**config.mk**
```make
export PLATFORM = sky130hd
export DESIGN_NAME = fe_hazard_ctrl
export DESIGN_NICKNAME = d
export VERILOG_FILES = /design/src/rtl/fe_hazard_ctrl_pkg.sv /design/src/rtl/fe_hazard_ctrl.sv
export SDC_FILE = /design/constraint.sdc
export NUM_CORES = 1
export LEC_CHECK = 0
export ABC_CLOCK_PERIOD_IN_PS = 1800
export CAP_MARGIN = 20
export CORE_MARGIN = 1.5
export CORE_UTILIZATION = 30
export CTS_CLUSTER_SIZE = 40
export DETAILED_ROUTE_END_ITERATION = 10
export PLACE_DENSITY = 0.59
export SYNTH_ARGS = -nofsm -noshare
export SYNTH_HDL_FRONTEND = slang
export SYNTH_SLANG_ARGS = --single-unit
```
**constraint.sdc**
```tcl
create_clock -name clk -period 1.8 [get_ports clk]
set_clock_uncertainty 0.05 [all_clocks]
set_input_delay 0.36 -clock clk [delete_from_list [all_inputs] [get_ports clk]]
set_output_delay 0.36 -clock clk [all_outputs]
set_load 0.05 [all_outputs]
```
**src/rtl/fe_hazard_ctrl_pkg.sv**
```systemverilog
// Shared decode constants and state encoding for the fetch/execute sequencing controller.
package fe_hazard_ctrl_pkg;

  localparam logic [11:0] NOP     = 12'h000;
  localparam logic [3:0]  OP_LD   = 4'hA;
  localparam logic [3:0]  OP_ST   = 4'hB;
  localparam logic [3:0]  OP_BR   = 4'hC;
  localparam logic [3:0]  OP_JMP  = 4'hD;
  localparam logic [3:0]  OP_HALT = 4'hF;

  typedef enum logic [1:0] {
    RUN      = 2'd0,
    MEM_WAIT = 2'd1,
    HALTED   = 2'd2
  } hz_state_t;

endpackage

```
**src/rtl/fe_hazard_ctrl.sv**
```systemverilog
// Sequences the two-stage fetch/execute pipeline: freezes on memory waits, squashes on
// taken control transfers, parks on HALT and counts stall cycles. Enables are Mealy.
module fe_hazard_ctrl
  import fe_hazard_ctrl_pkg::*;
#(
  parameter int MEM_TIMEOUT = 255,
  parameter int CNT_W       = 16
) (
  input  logic             clk,
  input  logic             rst_n,
  input  logic [11:0]      instr_EX,
  input  logic             branch_taken_EX,
  input  logic             mem_ready,
  input  logic             resume,
  output logic             pc_write_enable,
  output logic             write_enable_FE,
  output logic             clear_FE,
  output logic             mem_req,
  output logic             mem_we,
  output logic             halted,
  output logic             mem_error,
  output logic [CNT_W-1:0] stall_count
);

  localparam int WW = $clog2(MEM_TIMEOUT + 1);
  localparam logic [WW-1:0] WAIT_MAX = WW'(MEM_TIMEOUT);

  hz_state_t        state_q, state_d;
  logic [WW-1:0]    wcnt_q, wcnt_d;
  logic             st_q, st_d;
  logic             halted_q, halted_d;
  logic             err_q, err_d;
  logic [CNT_W-1:0] stall_q, stall_d;

  logic pcwe_c, wefe_c, clr_c, req_c, mwe_c;
  logic [3:0] op;
  logic unused_instr_bits;

  assign op                = instr_EX[11:8];
  assign unused_instr_bits = ^instr_EX[7:0];

  always_comb begin
    state_d  = state_q;
    wcnt_d   = wcnt_q;
    st_d     = st_q;
    err_d    = err_q;
    stall_d  = stall_q;
    pcwe_c   = 1'b0;
    wefe_c   = 1'b0;
    clr_c    = 1'b0;
    req_c    = 1'b0;
    mwe_c    = 1'b0;

    unique case (state_q)
      RUN: begin
        unique case (op)
          OP_LD, OP_ST: begin
            req_c = 1'b1;
            mwe_c = (op == OP_ST);
            st_d  = (op == OP_ST);
            if (mem_ready) begin
              pcwe_c = 1'b1;
              wefe_c = 1'b1;
            end else begin
              state_d = MEM_WAIT;
              wcnt_d  = WW'(1);
            end
          end
          OP_JMP: begin
            pcwe_c = 1'b1;
            clr_c  = 1'b1;
          end
          OP_BR: begin
            pcwe_c = 1'b1;
            clr_c  = branch_taken_EX;
            wefe_c = !branch_taken_EX;
          end
          OP_HALT: state_d = HALTED;
          default: begin
            pcwe_c = 1'b1;
            wefe_c = 1'b1;
          end
        endcase
      end
      MEM_WAIT: begin
        // The register is frozen, so the store qualifier captured at issue is still valid.
        req_c = 1'b1;
        mwe_c = st_q;
        if (mem_ready) begin
          pcwe_c  = 1'b1;
          wefe_c  = 1'b1;
          state_d = RUN;
          wcnt_d  = '0;
        end else if (wcnt_q == WAIT_MAX) begin
          err_d   = 1'b1;
          state_d = HALTED;
          wcnt_d  = '0;
        end else begin
          wcnt_d = wcnt_q + WW'(1);
        end
      end
      HALTED: begin
        if (resume && !err_q) begin
          pcwe_c  = 1'b1;
          wefe_c  = 1'b1;
          state_d = RUN;
        end
      end
      default: state_d = RUN;
    endcase

    if ((state_q != HALTED) && !pcwe_c && (stall_q != '1)) begin
      stall_d = stall_q + CNT_W'(1);
    end
    halted_d = (state_d == HALTED);
  end

  always_ff @(posedge clk or negedge rst_n) begin
    if (!rst_n) begin
      state_q  <= RUN;
      wcnt_q   <= '0;
      st_q     <= 1'b0;
      halted_q <= 1'b0;
      err_q    <= 1'b0;
      stall_q  <= '0;
    end else begin
      state_q  <= state_d;
      wcnt_q   <= wcnt_d;
      st_q     <= st_d;
      halted_q <= halted_d;
      err_q    <= err_d;
      stall_q  <= stall_d;
    end
  end

  // Mealy outputs are masked by reset so nothing reaches the datapath while it is held.
  assign pc_write_enable = pcwe_c & rst_n;
  assign write_enable_FE = wefe_c & rst_n;
  assign clear_FE        = clr_c & rst_n;
  assign mem_req         = req_c & rst_n;
  assign mem_we          = mwe_c & rst_n;
  assign halted          = halted_q;
  assign mem_error       = err_q;
  assign stall_count     = stall_q;

endmodule

```
* Word-level counts from Yosys, hierarchy flattened
Cells that the tools add are included.
Word-level totals: flip-flop bits (word level) 29, latch bits 0, RAM bits 0, memory bits (read-only) 0, input bits 17, output and inout bits 23, word-level logic and storage cells 63, memories 0
Operators by class: add/sub/neg operators 2, $mul 0, div/mod/pow operators 0, magnitude comparators 0, equality and inequality tests 13, shift operators 0, muxes and demuxes 23, bitwise logic cells 6, reduce and logical (&&, ||, !) cells 13
Operators by type and width (number):
- $mux W8 | 4
- $eq A4 B4 Y1 const B | 5
- $add A16 B1 Y16 const B | 1
- $ne A16 B16 Y1 const B | 1
- $pmux W8 S2 | 1
- $pmux W1 S3 | 3
- $add A8 B1 Y8 const B | 1
- $eq A8 B8 Y1 const B | 1
- $mux W2 | 4
- $pmux W1 S2 | 4
- $pmux W2 S3 | 1
- $reduce_and A3 Y1 | 2
- $and A1 B1 Y1 | 5
- $mux W1 | 5
- $eq A2 B2 Y1 const B | 2
- $ne A2 B2 Y1 const B | 2
- $pmux W2 S2 | 1
- $reduce_or A2 Y1 | 2
- $logic_and A1 B1 Y1 | 3
- $logic_not A1 Y1 | 3
- $eq A2 B1 Y1 const B | 1
- $logic_not A2 Y1 | 1
- $ne A2 B1 Y1 const B | 1
- $reduce_and A2 Y1 | 1
- 2 further kinds | 2

* Logic depth before layout (Yosys ltp)
depth after elaboration 7, gate-level depth with buffers 7, gate-level depth less buffers 6

* Worst setup path before layout
OpenSTA, ideal clock, no wires.
kind input -> output, start point in instr_EX[8], end point out write_enable_FE, arrival 2201 ps, data required time 1390 ps, path slack -811 ps, cell stages on the path 4, path buffers 0, cells stage by stage o211ai_1 nor2_1 or4_1 a21boi_0
On the way: word-level cells in the longest chain between the ends 5, elaborated cells between the ends (all ways) 10, those cells by class eq/ne (5); mux (2); bitwise (1); reduce/logical (2)
RTL lines:
- from (decl) | line fe_hazard_ctrl.sv:11 | input logic [11:0] instr_EX,
- $eq A4 B4 Y1 | line fe_hazard_ctrl.sv:56 | unique case (op)
- $reduce_or A2 Y1, on equally long branches
- $pmux W1 S3 * | line fe_hazard_ctrl.sv:56
- $pmux W1 S3 * | line fe_hazard_ctrl.sv:54 | unique case (state_q)
- $and A1 B1 Y1 * | line fe_hazard_ctrl.sv:138 | assign write_enable_FE = wefe_c & rst_n;
- to (decl) | line fe_hazard_ctrl.sv:16 | output logic write_enable_FE,
Mark *: on every way between the ends. The rest lies on a longest branch, timed or not.

* Worst setup path after layout
start point reg state_q[1], end point out write_enable_FE
On the way: word-level cells in the longest chain between the ends 3, elaborated cells between the ends (all ways) 5, those cells by class eq/ne (2); mux (1); bitwise (1); reduce/logical (1)
RTL lines:
- from (decl) | line fe_hazard_ctrl.sv:28 | hz_state_t state_q, state_d;
- from (signal assigned) | line fe_hazard_ctrl.sv:127 | state_q <= state_d;
- $eq A2 B2 Y1 (tied with other cells) | line fe_hazard_ctrl.sv:54
- $pmux W1 S3 * | line fe_hazard_ctrl.sv:54
- $and A1 B1 Y1 * | line fe_hazard_ctrl.sv:138
Marked as above.

==> flow_metrics.tcl <==
set metrics [dict create \
    status "finished with violations" \
    violations "negative setup slack" \
    ys_ff_latch 29 \
    ctsLongestPathBuffers 2 \
    synth_cells 162 \
    ir_drop_mv 0.735 \
    grt_pass1_wl_um 6400 \
    fin_setup_tns_ps -485 \
    path_buf_inv 1 \
    ys_warn_count 0 \
    layout_commonest_cell "buf_4" \
    ys_top_cells_by_area "dfrtp_1, xnor2_1, nand2_1, o21ai_0, nor2_1" \
    regArea_um2 733 \
    clkSlewWorstSetupHoldPaths_ps 60 \
    hp-class "in2async" \
    rsz0062_at_grt "true" \
    switchingPower_w 0.00104 \
    routabilityCongestion 0.833 \
    cts_tree "done" \
    grt_overflow 0 \
    synth_top_flop_cell "dfrtp_1" \
    die_x_um 75.1 \
    drtIter0Drc 82 \
    grt_pass1_vias 1346 \
    rows 26 \
    core_area_um2 5070 \
    htreeDepth 2 \
    wire_per_inst_um 12.7 \
    slew_headroom 0.665 \
    crit_path_cell_trace "or4_4 > a21boi_4 > buf_12" \
    synth_seq_area_share 0.465 \
    arrival_ps 1610 \
    crit_slowest_cell "or4_4" \
    p_seq_frac 0.337 \
    hold_buffers 0 \
    power_frac_clock 0.193 \
    cap_violations 0 \
    synth.avg_cell_area_um2 9.63 \
    areaGrowthSynthToFinish_pct 58.1 \
    viasPerCell 4.69 \
    hold_viol_final 0 \
    grt_antenna_before_repair 0 \
    grt_max_degree 15 \
    die_area_um2 5640 \
    synth_edf_count 0 \
    drive_gt1_frac 0.471 \
    cellPowerDensity_nw_per_um2 1060 \
    slowest_delay_ps 570 \
    dpl_worst_slack_ps -538 \
    leakage_nw 1.08 \
    setup_slack_ps -216 \
    synthDistinctLibCells 40 \
    critPathLaunchType "flip-flop" \
    multiInputGateArea_um2 871 \
    finalMaxSlewViolations 0 \
    root_buffer "clkbuf_8" \
    power.share.combinational 0.470 \
    die_y_um 75.1 \
    critPathTopFamily "simple AND/OR/NAND/NOR gates" \
    finalPower_w 0.00261 \
    worst_slew_pin_slew_ps 499 \
    intPower_w 0.00157 \
    portBuffers 31 \
    grtUsageTotal 0.152 \
    finalWirelength_um 3990 \
    yosysTopAreaCellShare 0.465 \
    syn_nets 181 \
    cp-end-kind "primary output" \
    critPathMaxFanout 3 \
    clkSinkCount 29 \
    via_count 1474 \
    required_ps 1390 \
    finalCritPeriodShare 1.12 \
    num_io_pins 40 \
    period_needed_ps 2020 \
    antenna_left 0 \
    syn_area_um2 1560 \
    diodes 0 \
    yosysTopAreaCell "dfrtp_1" \
    initial_core_util 0.307 \
    async_reset_ff_frac 1.00 \
    worstSetupPathType "reg2out" \
    fmax_mhz 496 \
    cts_buffers 5 \
    switching_share 0.399 \
    drcViolationCount 0 \
    hpwl_um 2890 \
    firstDrtPassIters 6 \
    nNetsFinal 262 \
    final_cell_mix "buf_4, dfrtp_1, nand2_1" \
    setup_violations 5 \
    nFillCells 514 \
    clkLatencyLatePin_ps 280 \
]
[per-layer routing]
| metal | part of all wire | global-route usage | vias to the layer above | wire (um) |
|---|---|---|---|---|
| met5 | 0 | 0 | - | 0 |
| met3 | 0.040 | 0.0402 | 6 | 160 |
| li1 | - | - | 746 | - |
| met1 | 0.50 | 0.221 | 694 | 1990 |
| met4 | 0.015 | 0.0545 | 0 | 61 |
| met2 | 0.44 | 0.217 | 28 | 1770 |
[cell usage after synthesis, types with 4 or more instances]
cell type / number
dfrtp_1: 29
nand3_1: 9
nor3_1: 4
nand2_1: 19
xnor2_1: 12
o21ai_0: 13
xor2_1: 4
nand4_1: 6
nor2_1: 17
inv_1: 4
[worst register-to-register path, delay by kind of cell, from the launching register on]
| kind | cells | cell delay, ps |
|---|---|---|
| flops | 1 | 450 |
| buf+inv | 2 | 270 |
| compound gates | 2 | 340 |
| mux | 1 | 330 |
| simple gates | 1 | 260 |
[logic make-up after synthesis]
| logic type | Yosys count | synth area share |
|---|---|---|
| simple gates | 72 | 0.245 |
| compound gates | 33 | 0.138 |
| flops | 29 | 0.465 |
| xor+xnor | 16 | 0.0898 |
| buf+inv | 8 | 0.0313 |
| mux | 2 | 0.0144 |
| fa+ha+maj | 2 | 0.0160 |
[worst paths after layout]
kind                                        from                          end  slack [ps]  cells after the start
max reg2reg                 state_q[0]$_DFF_PN0_   stall_count[1]$_DFFE_PN0P_         -10                      6
max in group asynchronous                  rst_n   stall_count[8]$_DFFE_PN0P_        1100                      3
min                                        rst_n  stall_count[11]$_DFFE_PN0P_         270                      2
min in group clk           wcnt_q[7]$_DFFE_PN0P_        wcnt_q[7]$_DFFE_PN0P_         430                      1
min reg2reg                wcnt_q[7]$_DFFE_PN0P_        wcnt_q[7]$_DFFE_PN0P_         430                      1
max                         state_q[1]$_DFF_PN0_              write_enable_FE        -220                      3
[per-stage QoR]
step / cell area (um^2) / util / cells / hold slack (ps)
after global routing: 2470 / 0.486 / 314 / 281
final: 2470 / 0.486 / 314 / 268
after global placement: 2250 / 0.443 / 296 / 421
after floorplan: 1590 / - / 162 / 14.4
after CTS: 2420 / 0.478 / 312 / 235
after detailed placement: 2250 / 0.443 / 296 / 420
[flip-flops by register name, summed over array words and instances (netlist names)]
register,count
stall_count,16
wcnt_q,8
state_q,2
halted,1
mem_error,1
st_q,1
[power groups by stage]
stage | logic (W) | registers (W) | clock network, W
2_1_floorplan | 0.000363 | 0.00115 | 0
3_3_place_gp | 0.00110 | 0.000884 | 0
3_5_place_dp | 0.00111 | 0.000884 | 0
4_1_cts | 0.00118 | 0.000877 | 0.000527
5_1_grt | 0.00131 | 0.000899 | 0.000557
6_report | 0.00123 | 0.000879 | 0.000503
[cell type report]
| class | count | area share |
|---|---|---|
| Tap cell | 70 | 0.0355 |
| Timing Repair Buffer | 78 | 0.273 |
| Inverter | 4 | 0.00811 |
| Multi-Input combinational cell | 125 | 0.353 |
| Clock inverter | 2 | 0.00406 |
| Clock buffer | 6 | 0.0294 |
| Sequential cell | 29 | 0.297 |
[what timing repair did]
action | in CTS | in global routing
endpoints found under the setup margin | 15 | 14
pin swaps | 13 | 10
gates resized for setup | 30 | 14
setup buffers | 8 | 2
Power figures use the tool's default switching activity.
